$ cat config.mk
export PLATFORM = sky130hd
export DESIGN_NAME = stmn_p2s
export DESIGN_NICKNAME = d
export VERILOG_FILES = /design/src/rtl/stmn_p2s.sv
export SDC_FILE = /design/constraint.sdc
export NUM_CORES = 1
export LEC_CHECK = 0
export CORE_MARGIN = 5
export CORE_UTILIZATION = 40
export DETAILED_ROUTE_END_ITERATION = 6
export SLEW_MARGIN = 15
export SYNTH_ARGS = -nofsm -noshare
export SYNTH_HDL_FRONTEND = slang
export SYNTH_SLANG_ARGS = --single-unit
$ cat constraint.sdc
create_clock -name clk155 -period 5.15 [get_ports clk155]
set_input_delay 1.03 -clock clk155 [delete_from_list [all_inputs] [get_ports clk155]]
set_output_delay 1.03 -clock clk155 [all_outputs]
set_load 0.03 [all_outputs]
$ cat src/rtl/stmn_p2s.sv
// stmn_p2s: STM-N byte-to-serial converter with frame-synchronous 1+x^6+x^7 scrambler and B1 BIP-8
// Ports:
//   clk155  - serial bit clock (only clock)
//   rst155  - synchronous active-low reset
//   en      - run enable; low freezes every register and blanks sdo/sof/ldreq
//   scr_dis - scrambler bypass, taken per byte when ldreq samples it
//   pdi     - parallel byte, sampled on the clock where ldreq=1
//   ldreq   - byte-load strobe, one in every 8 enabled cycles
//   row/col - frame position of the byte being requested
//   sdo     - serial data, MSB first
//   sof     - marks the MSB of row 0, col 0 on sdo
//   b1dat   - BIP-8 of the last completed frame
//   b1vld   - one-cycle strobe when b1dat updates
module stmn_p2s #(
  parameter int NSTS = 1,
  parameter int SOH_COLS = 9
) (
  input  logic        clk155,
  input  logic        rst155,
  input  logic        en,
  input  logic        scr_dis,
  input  logic [7:0]  pdi,
  output logic        ldreq,
  output logic [3:0]  row,
  output logic [11:0] col,
  output logic        sdo,
  output logic        sof,
  output logic [7:0]  b1dat,
  output logic        b1vld
);
  localparam logic [11:0] NCOL = 12'(270 * NSTS);
  localparam logic [11:0] NSOH = 12'(SOH_COLS * NSTS);
  logic [2:0]  r_bit;
  logic [3:0]  r_row;
  logic [11:0] r_col;
  logic [7:0]  r_sh, r_acc, r_b1dat;
  logic [6:0]  r_s;
  logic        r_uns, r_dis, r_last, r_sdo, r_sof, r_fin, r_b1vld;
  logic        w_ld, w_row0, w_first, w_uns, w_dis, w_d, w_o, w_lastbit;
  logic [6:0]  w_s;
  logic [7:0]  w_mask;
  // On the load cycle the byte's attributes come straight from pdi/row/col;
  // for its remaining seven bits they come from the values latched at load.
  always_comb begin
    w_ld      = en && r_bit == 3'd7;
    w_row0    = r_row == 4'd0;
    w_first   = w_ld && w_row0 && r_col == 12'd0;
    w_uns     = w_ld ? (w_row0 && r_col < NSOH) : r_uns;
    w_dis     = w_ld ? scr_dis : r_dis;
    w_s       = (w_ld && w_row0 && r_col == NSOH) ? 7'h7F : r_s;
    w_d       = w_ld ? pdi[7] : r_sh[7];
    w_o       = w_d ^ (w_s[6] & ~w_uns & ~w_dis);
    w_mask    = w_ld ? 8'h80 : 8'h40 >> r_bit;
    w_lastbit = en && r_bit == 3'd6 && r_last;
  end
  // Gating with en blanks the held bit during a pause; it reappears on resume.
  assign ldreq = w_ld;
  assign sdo   = r_sdo & en;
  assign sof   = r_sof & en;
  assign row   = r_row;
  assign col   = r_col;
  assign b1dat = r_b1dat;
  assign b1vld = r_b1vld;
  always_ff @(posedge clk155) begin
    if (!rst155) begin
      r_bit   <= 3'd7;
      r_row   <= 4'd0;
      r_col   <= 12'd0;
      r_s     <= 7'h7F;
      r_acc   <= 8'h00;
      r_sh    <= 8'h00;
      r_uns   <= 1'b0;
      r_dis   <= 1'b0;
      r_last  <= 1'b0;
      r_sdo   <= 1'b0;
      r_sof   <= 1'b0;
      r_fin   <= 1'b0;
      r_b1dat <= 8'h00;
      r_b1vld <= 1'b0;
    end else begin
      // r_fin marks the edge that put the frame's last bit on sdo; B1 is
      // published one edge later, before the next frame's clear can land.
      r_fin   <= w_lastbit;
      r_b1vld <= r_fin;
      if (r_fin) r_b1dat <= r_acc;
      if (en) begin
        r_bit <= r_bit + 3'd1;
        r_sh  <= w_ld ? {pdi[6:0], 1'b0} : {r_sh[6:0], 1'b0};
        r_sdo <= w_o;
        r_sof <= w_first;
        r_acc <= (w_first ? 8'h00 : r_acc) ^ (w_o ? w_mask : 8'h00);
        if (!w_uns) r_s <= {w_s[5:0], w_s[6] ^ w_s[5]};
        if (w_ld) begin
          r_uns  <= w_uns;
          r_dis  <= scr_dis;
          r_last <= r_row == 4'd8 && r_col == NCOL - 12'd1;
          r_col  <= r_col == NCOL - 12'd1 ? 12'd0 : r_col + 12'd1;
          r_row  <= r_col == NCOL - 12'd1 ? (r_row == 4'd8 ? 4'd0 : r_row + 4'd1) : r_row;
        end
      end
    end
  end
endmodule

# == Word level (Yosys, flattened, before mapping) ==
# Index checks and enable logic that the tools add are counted.
# word_totals
reg_bits,57
inputBits,12
out_inout_bits,28
wordCells,56
# op_classes
addsub,3
magnitude_cmp,1
n_eq_ne,5
shift,1
mux,10
n_bitwise,9
reduce_logical,13
# ops
operator,count
$mux 8,4
$add 12x1->12 const B,1
$eq 12x4->1 const B,1
$eq 12x9->1 const B,1
$logic_not 12->1,1
$lt 12x4->1 const B,1
$mux 12,1
$logic_and 1x1->1,8
$shr 7x3->8 const A,1
$xor 8x8->8,1
$mux 7,1
$eq 3x3->1 const B,2
$add 4x1->4 const B,1
$and 1x1->1,4
$eq 4x4->1 const B,1
$logic_not 4->1,1
$mux 4,1
$reduce_and 2->1,2
$add 3x1->3 const B,1
$mux 1,3
$reduce_and 3->1,1
$not 1->1,2
$xor 1x1->1,2

# == Logic depth before layout (Yosys ltp) ==
# Gate-level depths: netlist (run 1).
# depth
depth_word,10
ltp_mapped,10
mapped_depth_nobuf,9

# == Worst setup path before layout (run 1) ==
# Ideal clock, no wire load.
# synth_path
path_type,input to output
start,in en
end,out sdo
arrival_ns,2.002
t_required_ns,4.120
setup_slack_ns,2.118
stages,4
n_path_buf,3
path_cell_list,buf_6 clkbuf_1 buf_1 and2_1
# synth_between
elab_chain_len,1
# synth_rtl
element,line,source
start: declaration,20,"input logic en,"
$and 1x1->1,58,assign sdo = r_sdo & en;
end: declaration,26,"output logic sdo,"
# Every way passes these cells.

# == Worst setup path in the final report (run 1) ==
# layout_path
start,in en
end,out ldreq
# layout_between
elab_chain_len,1
# layout_rtl
element,line,source
$logic_and 1x1->1,45,w_ld = en && r_bit == 3'd7;
end: declaration,23,"output logic ldreq,"
# Every way passes these cells.

==> flow_metrics.py, run 1 <==
metrics = {
    "run_status": {
        "status": "complete, no violations",
    },
    "critical_path": {
        "cp-start-kind": "primary input",
        "worstPathRequired_ps": 4120,
        "worst_setup_path_end_kind": "output pin",
        "critPathKind": "primary input to output pin",
        "critical_path_arrival_ps": 2800,
        "path_max_fanout": 12,
    },
    "power_and_ir_drop": {
        "p_comb_share_pct": 17.5,
        "p_seq_share_pct": 55.2,
        "intPower_mw": 0.599,
        "ir_worst_vdd_uv": 102,
        "leakagePower_nw": 1.25,
        "power.density_nw_per_um2": 257,
        "swShare_pct": 28.4,
        "power_frac_clock_pct": 27.3,
        "p_switching_mw": 0.238,
    },
    "clock_network": {
        "cts-root-buf": "clkbuf_8",
        "cts_tree": "yes",
        "clkTransAtPathRegs_ps": 100,
        "cts_hold_buf": 0,
        "cts.sinks": 56,
        "cts_buffer_depth": 2,
        "cts_made_buffers": 5,
        "cts_setup_buffers": 0,
        "htree_num_levels": 2,
        "clk_latency_ps": 310,
        "cts.repair.resized": 0,
    },
    "finish": {
        "syn2layout_area_growth_pct": 19.0,
        "num_antenna_cells": 0,
        "multiInputGateArea_um2": 1500,
        "num-fill-cells": 650,
        "drive_gt1_share_pct": 5.44,
        "regArea_um2": 1120,
        "final_util_pct": 48.4,
        "nets": 373,
    },
    "sta": {
        "fmax_mhz": 261,
        "worst_slew_pin_slew_ps": 874,
        "setup_viol": 0,
        "hold_violations": 0,
        "slew_headroom_pct": 41.8,
        "slew_viol_final": 0,
        "skew_ps": 7.11,
        "tns_ps": 0,
        "period_needed_ps": 3830,
        "period_share_pct": 74.4,
        "rsz0062_at_grt": "false",
    },
    "floorplanning": {
        "die_area_um2": 8580,
        "core_um2": 6720,
        "start_util_pct": 40.7,
        "rows": 30,
        "die_x_um": 92.6,
        "pin_count": 40,
        "chipHeight_um": 92.6,
    },
    "logic_synthesis": {
        "ys_ff_latch": 56,
        "netlist_instances": 317,
        "avgSynthCellArea_um2": 8.62,
        "yosysUniqueCellTypes": 46,
        "yosysTopAreaCell": "dfxtp_1",
        "synth_top_area_share_pct": 41.0,
        "synth_fp_nets": 341,
        "synth_enable_flop_cells": 0,
        "synthFlopType": "dfxtp_1",
        "synth_area_um2": 2730,
        "synthArstFlopShare_pct": 0,
        "yosysWarnings": 0,
        "yosysSeqAreaShare_pct": 41.0,
        "synth.area.top_cells": "dfxtp_1, mux2i_1, nand2_1",
    },
    "global_route": {
        "met2_usage_pct": 22.0,
        "grt_pass1_vias": 2051,
        "use_met3_pct": 2.92,
        "grt_first_pass_wirelength_um": 9670,
        "met1_usage_pct": 18.6,
        "grt_max_degree": 34,
        "antenna_found_initial": 0,
        "busiest_layer": "met2",
        "overflow": 0,
        "grt_use_total_pct": 13.8,
    },
    "placed_design": {
        "io_buffers": 39,
        "hpwl_um": 4070,
        "gp_congestion": 0.761,
    },
    "detailed_routing": {
        "dr.pass1.iters": 4,
        "drc": 0,
        "routed_wl_um": 5690,
        "via_per_inst": 5.15,
        "dr_total_vias": 2209,
        "drtIter0Drc": 59,
        "ant_nets": 0,
        "wl_per_cell_um": 13.3,
    },
    "job": {
        "cap_violations": 0,
    },
    "worst_hold_path": {
        "hold_path.class": "register to register",
    },
}
==> per-stage QoR <==
step | power (mW) | instance area, µm² | hold WS (ps) | setup slack [ps] | instances
2_1_floorplan | 0.576 | 2730 | 414 | 2120 | 317
3_3_place_gp | 0.616 | 3170 | 440 | 1280 | 422
3_5_place_dp | 0.619 | 3170 | 426 | 1280 | 422
4_1_cts | 0.849 | 3250 | 445 | 1280 | 429
5_1_grt | 0.887 | 3250 | 485 | 1180 | 429
6_report | 0.836 | 3250 | 447 | 1320 | 429
==> final cells by class <==
class                           instances  area share [%]
Clock inverter                          1           0.154
Clock buffer                            6            2.23
Multi-Input combinational cell        233            46.1
Inverter                               11            1.27
Sequential cell                        56            34.5
Timing Repair Buffer                   42            12.7
Tap cell                               80            3.08
==> synthesized netlist by cell type, drive strengths merged (2+ instances only) <==
cell     instances
nor3            17
clkbuf          13
a211oi           7
nor4             2
and4b            2
a2111oi          3
mux2i           22
or3              2
nor2            31
buf              4
o21ai           14
dfxtp           56
nand2b           2
a21oi           19
ha              12
nand4            4
and2             6
and4             3
and3             5
xor2             9
xnor2            6
nand2           43
inv             11
nand3           11
nand3b           2
==> final timing paths <==
kind	startpoint	endpoint	slack, ps	cells past startpoint
setup reg to reg	r_bit[0]$_SDFFE_PN1P_	r_acc[3]$_SDFFE_PN0P_	2020	9
hold / removal	r_last$_SDFFE_PN0P_	r_fin$_SDFF_PN0_	450	2
hold reg to reg	r_last$_SDFFE_PN0P_	r_fin$_SDFF_PN0_	450	2
setup / recovery	en	ldreq	1320	4
==> layout by cell type (no fill, tap or decap), types with 4 or more instances in the layout <==
| master | n |
|---|---|
| a211oi_1 | 6 |
| a21oi_1 | 18 |
| and2_1 | 6 |
| and3_1 | 5 |
| clkbuf_8 | 5 |
| clkdlybuf4s50_1 | 39 |
| dfxtp_1 | 56 |
| ha_1 | 12 |
| inv_1 | 10 |
| mux2i_1 | 22 |
| nand2_1 | 42 |
| nand3_1 | 11 |
| nand4_1 | 4 |
| nor2_1 | 31 |
| nor3_1 | 16 |
| o21ai_0 | 4 |
| o21ai_1 | 10 |
| xnor2_1 | 6 |
| xor2_1 | 9 |
==> registers in the layout, summed over array words and instances (netlist names) <==
| name | flops |
|---|---|
| col | 12 |
| b1dat | 8 |
| r_acc | 8 |
| r_s | 7 |
| r_sh | 7 |
| row | 4 |
| r_bit | 3 |
| b1vld | 1 |
| r_dis | 1 |
| r_fin | 1 |
| r_last | 1 |
| r_sdo | 1 |
| r_sof | 1 |
| r_uns | 1 |
==> per-layer routing <==
metal | share of wire (%) | vias to the layer above
met4 | 1.2 | 0
met5 | 0 | -
met2 | 45 | 31
li1 | - | 1152
met3 | 3.4 | 5
met1 | 51 | 1021
==> worst max-delay path, cell delays in order <==
cell and delay, ps:
clkdlybuf4s50_1 730, nand2_2 170, inv_2 180, clkdlybuf4s50_1 690
==> cells by family after synthesis <==
logic type      count (synthesis)  synth area share, %
compound gates                 50                 11.6
xor+xnor                       15                 4.81
fa+ha+maj                      12                 5.50
buf+inv                        28                 4.17
flops                          56                 41.0
mux                            23                 8.47
simple gates                  133                 24.4
==> power by group through the flow <==
stage	clock [mW]	sequential [mW]	combinational, mW
after CTS	0.239	0.462	0.148
after floorplan	0	0.472	0.104
after detailed placement	0	0.472	0.147
final	0.228	0.462	0.146
after global routing	0.260	0.464	0.163
after global placement	0	0.471	0.145
No activity file was read; power rests on OpenSTA's default activity.
==> run 2: changes to the inputs <==
==> constraint.sdc (replaced) <==
create_clock -name clk155 -period 3.7 [get_ports clk155]
set_input_delay 0.74 -clock clk155 [delete_from_list [all_inputs] [get_ports clk155]]
set_output_delay 0.74 -clock clk155 [all_outputs]
set_load 0.03 [all_outputs]
==> run 2 against run 1 <==
Critical path depth decreased by 1; hold slack better by 1.1 ps; setup slack got worse by 730 ps; clock skew increased by 1.5 ps; clock power rose by 50%; power grew 43%; sequential share of layout area down 0.34 points; critical endpoint is now sdo; via count up 1.7%; cell count is 0.93% higher; non-clock buffer count up 3; first-iteration DRC count rose by 71%; clock-buffer cell count rose by 2.
==> flow_metrics.py, run 2 (synthesis gave the netlist of run 1 again) <==
metrics = {
    "critical_path": {
        "slowest_stage": "clkdlybuf4s50_1",
        "r2r_start": "r_bit[0]$_SDFFE_PN1P_",
        "worstPathRequired_ps": 2960,
        "critPathMaxStageDelay_ps": 750,
        "worstRegToRegCells": 9,
        "path_max_fanout": 14,
        "cpMostUsedCell": "clkdlybuf4s50_1",
        "reg2reg_to": "r_acc[3]$_SDFFE_PN0P_",
        "rrSetupSlack_ps": 1220,
        "worstPathCellList": "clkdlybuf4s50_1, and2_1, clkdlybuf4s50_1",
        "critical_path_arrival_ps": 2380,
        "crit_start": "en",
        "critPathKind": "primary input to output pin",
        "cp-start-kind": "primary input",
        "crit_end": "sdo",
        "worst_setup_path_end_kind": "output pin",
    },
    "detailed_routing": {
        "via_per_inst": 5.19,
        "dr_total_vias": 2247,
        "routed_wl_um": 5630,
        "drc": 0,
        "ant_nets": 0,
        "wl_per_cell_um": 13.0,
        "drtIter0Drc": 101,
        "dr.pass1.iters": 4,
    },
    "global_route": {
        "antenna_found_initial": 0,
        "overflow": 0,
        "grt_first_pass_wirelength_um": 9630,
        "grt_max_degree": 21,
        "grt_use_total_pct": 13.8,
        "grt_pass1_vias": 2040,
    },
    "clock_network": {
        "cts_buffer_depth": 2,
        "htree_num_levels": 2,
        "cts-root-buf": "clkbuf_8",
        "cts_tree": "yes",
        "clk_latency_ps": 300,
        "cts_setup_buffers": 0,
        "cts_hold_buf": 0,
        "clkTransAtPathRegs_ps": 100,
        "cts.sinks": 56,
        "cts_made_buffers": 5,
        "cts.repair.resized": 0,
    },
    "finish": {
        "final_common_cell": "dfxtp_1",
        "final_cell_mix": "dfxtp_1, nand2_1, clkdlybuf4s50_1",
        "final_util_pct": 48.8,
        "largest_reg_flops": 12,
        "nets": 376,
        "drive_gt1_share_pct": 6.52,
        "num_antenna_cells": 0,
        "syn2layout_area_growth_pct": 20.2,
    },
    "sta": {
        "period_share_pct": 84.2,
        "setup_viol": 0,
        "worst_slew_pin_slew_ps": 714,
        "slew_headroom_pct": 52.3,
        "skew_ps": 8.63,
        "fmax_mhz": 321,
        "rsz0062_at_grt": "false",
        "slew_viol_final": 0,
        "tns_ps": 0,
        "period_needed_ps": 3120,
        "hold_violations": 0,
    },
    "floorplanning": {
        "die_area_um2": 8580,
        "rows": 30,
        "die_x_um": 92.6,
        "chipHeight_um": 92.6,
        "start_util_pct": 40.7,
        "core_um2": 6720,
        "pin_count": 40,
    },
    "power_and_ir_drop": {
        "leakagePower_nw": 1.27,
        "ir_worst_vdd_uv": 207,
        "power.density_nw_per_um2": 364,
    },
    "placed_design": {
        "io_buffers": 39,
        "gp_congestion": 0.847,
        "hpwl_um": 4110,
    },
    "worst_hold_path": {
        "hold_path.class": "register to register",
    },
    "run_status": {
        "status": "complete, no violations",
    },
    "job": {
        "cap_violations": 0,
    },
}
run 2: changes by cell type in the layout (fill, tap and decap cells not counted):
cell,before,now
buf_4,3,7
clkbuf_1,1,2
clkbuf_8,5,6
clkdlybuf4s50_1,39,38
clkinv_2,1,0
run 2: routing by layer:
metal  global-route usage, %  part of all wire, %  vias up
li1                        -                    -     1160
met1                    19.4                   50     1037
met2                    21.1                   44       44
met3                    3.01                  4.8        6
met4                    4.27                  1.2        0
met5                       0                    0        -
run 2: how the worst min path moves through the flow:
stage          depth (start not counted)                start          endpoint  slack, ps
2_1_floorplan                          2  r_last$_SDFFE_PN0P_  r_fin$_SDFF_PN0_        410
3_3_place_gp                           2  r_last$_SDFFE_PN0P_  r_fin$_SDFF_PN0_        430
3_5_place_dp                           2  r_last$_SDFFE_PN0P_  r_fin$_SDFF_PN0_        430
4_1_cts                                2  r_last$_SDFFE_PN0P_  r_fin$_SDFF_PN0_        450
5_1_grt                                2  r_last$_SDFFE_PN0P_  r_fin$_SDFF_PN0_        500
6_report                               2  r_last$_SDFFE_PN0P_  r_fin$_SDFF_PN0_        450
run 2: final cells by class:
cell class                      count  area [µm²]
Fill cell                         646        3440
Multi-Input combinational cell    233        1500
Tap cell                           80         100
Timing Repair Buffer               45         433
Inverter                           11        41.3
Sequential cell                    56        1120
Clock buffer                        8        90.1
run 2: through the flow:
stage / worst slack (ps) / hold slack, ps / power, mW / cells / instance area [µm²]
after floorplan: 1250 / 414 / 0.802 / 317 / 2730
after global placement: 541 / 429 / 0.863 / 425 / 3190
after detailed placement: 500 / 428 / 0.865 / 425 / 3190
after CTS: 575 / 446 / 1.21 / 433 / 3280
after global routing: 490 / 503 / 1.26 / 433 / 3280
final: 585 / 448 / 1.19 / 433 / 3280
run 2: where the power goes:
group | internal [mW] | switching, mW
Clock | 0.153 | 0.190
Sequential | 0.625 | 0.0184
Combinational | 0.0837 | 0.124
run 2: critical path: cells and delay by family:
family / cells / cell delay [ps]
AND/OR/NAND/NOR: 1 / 210
buffers and inverters: 2 / 1420
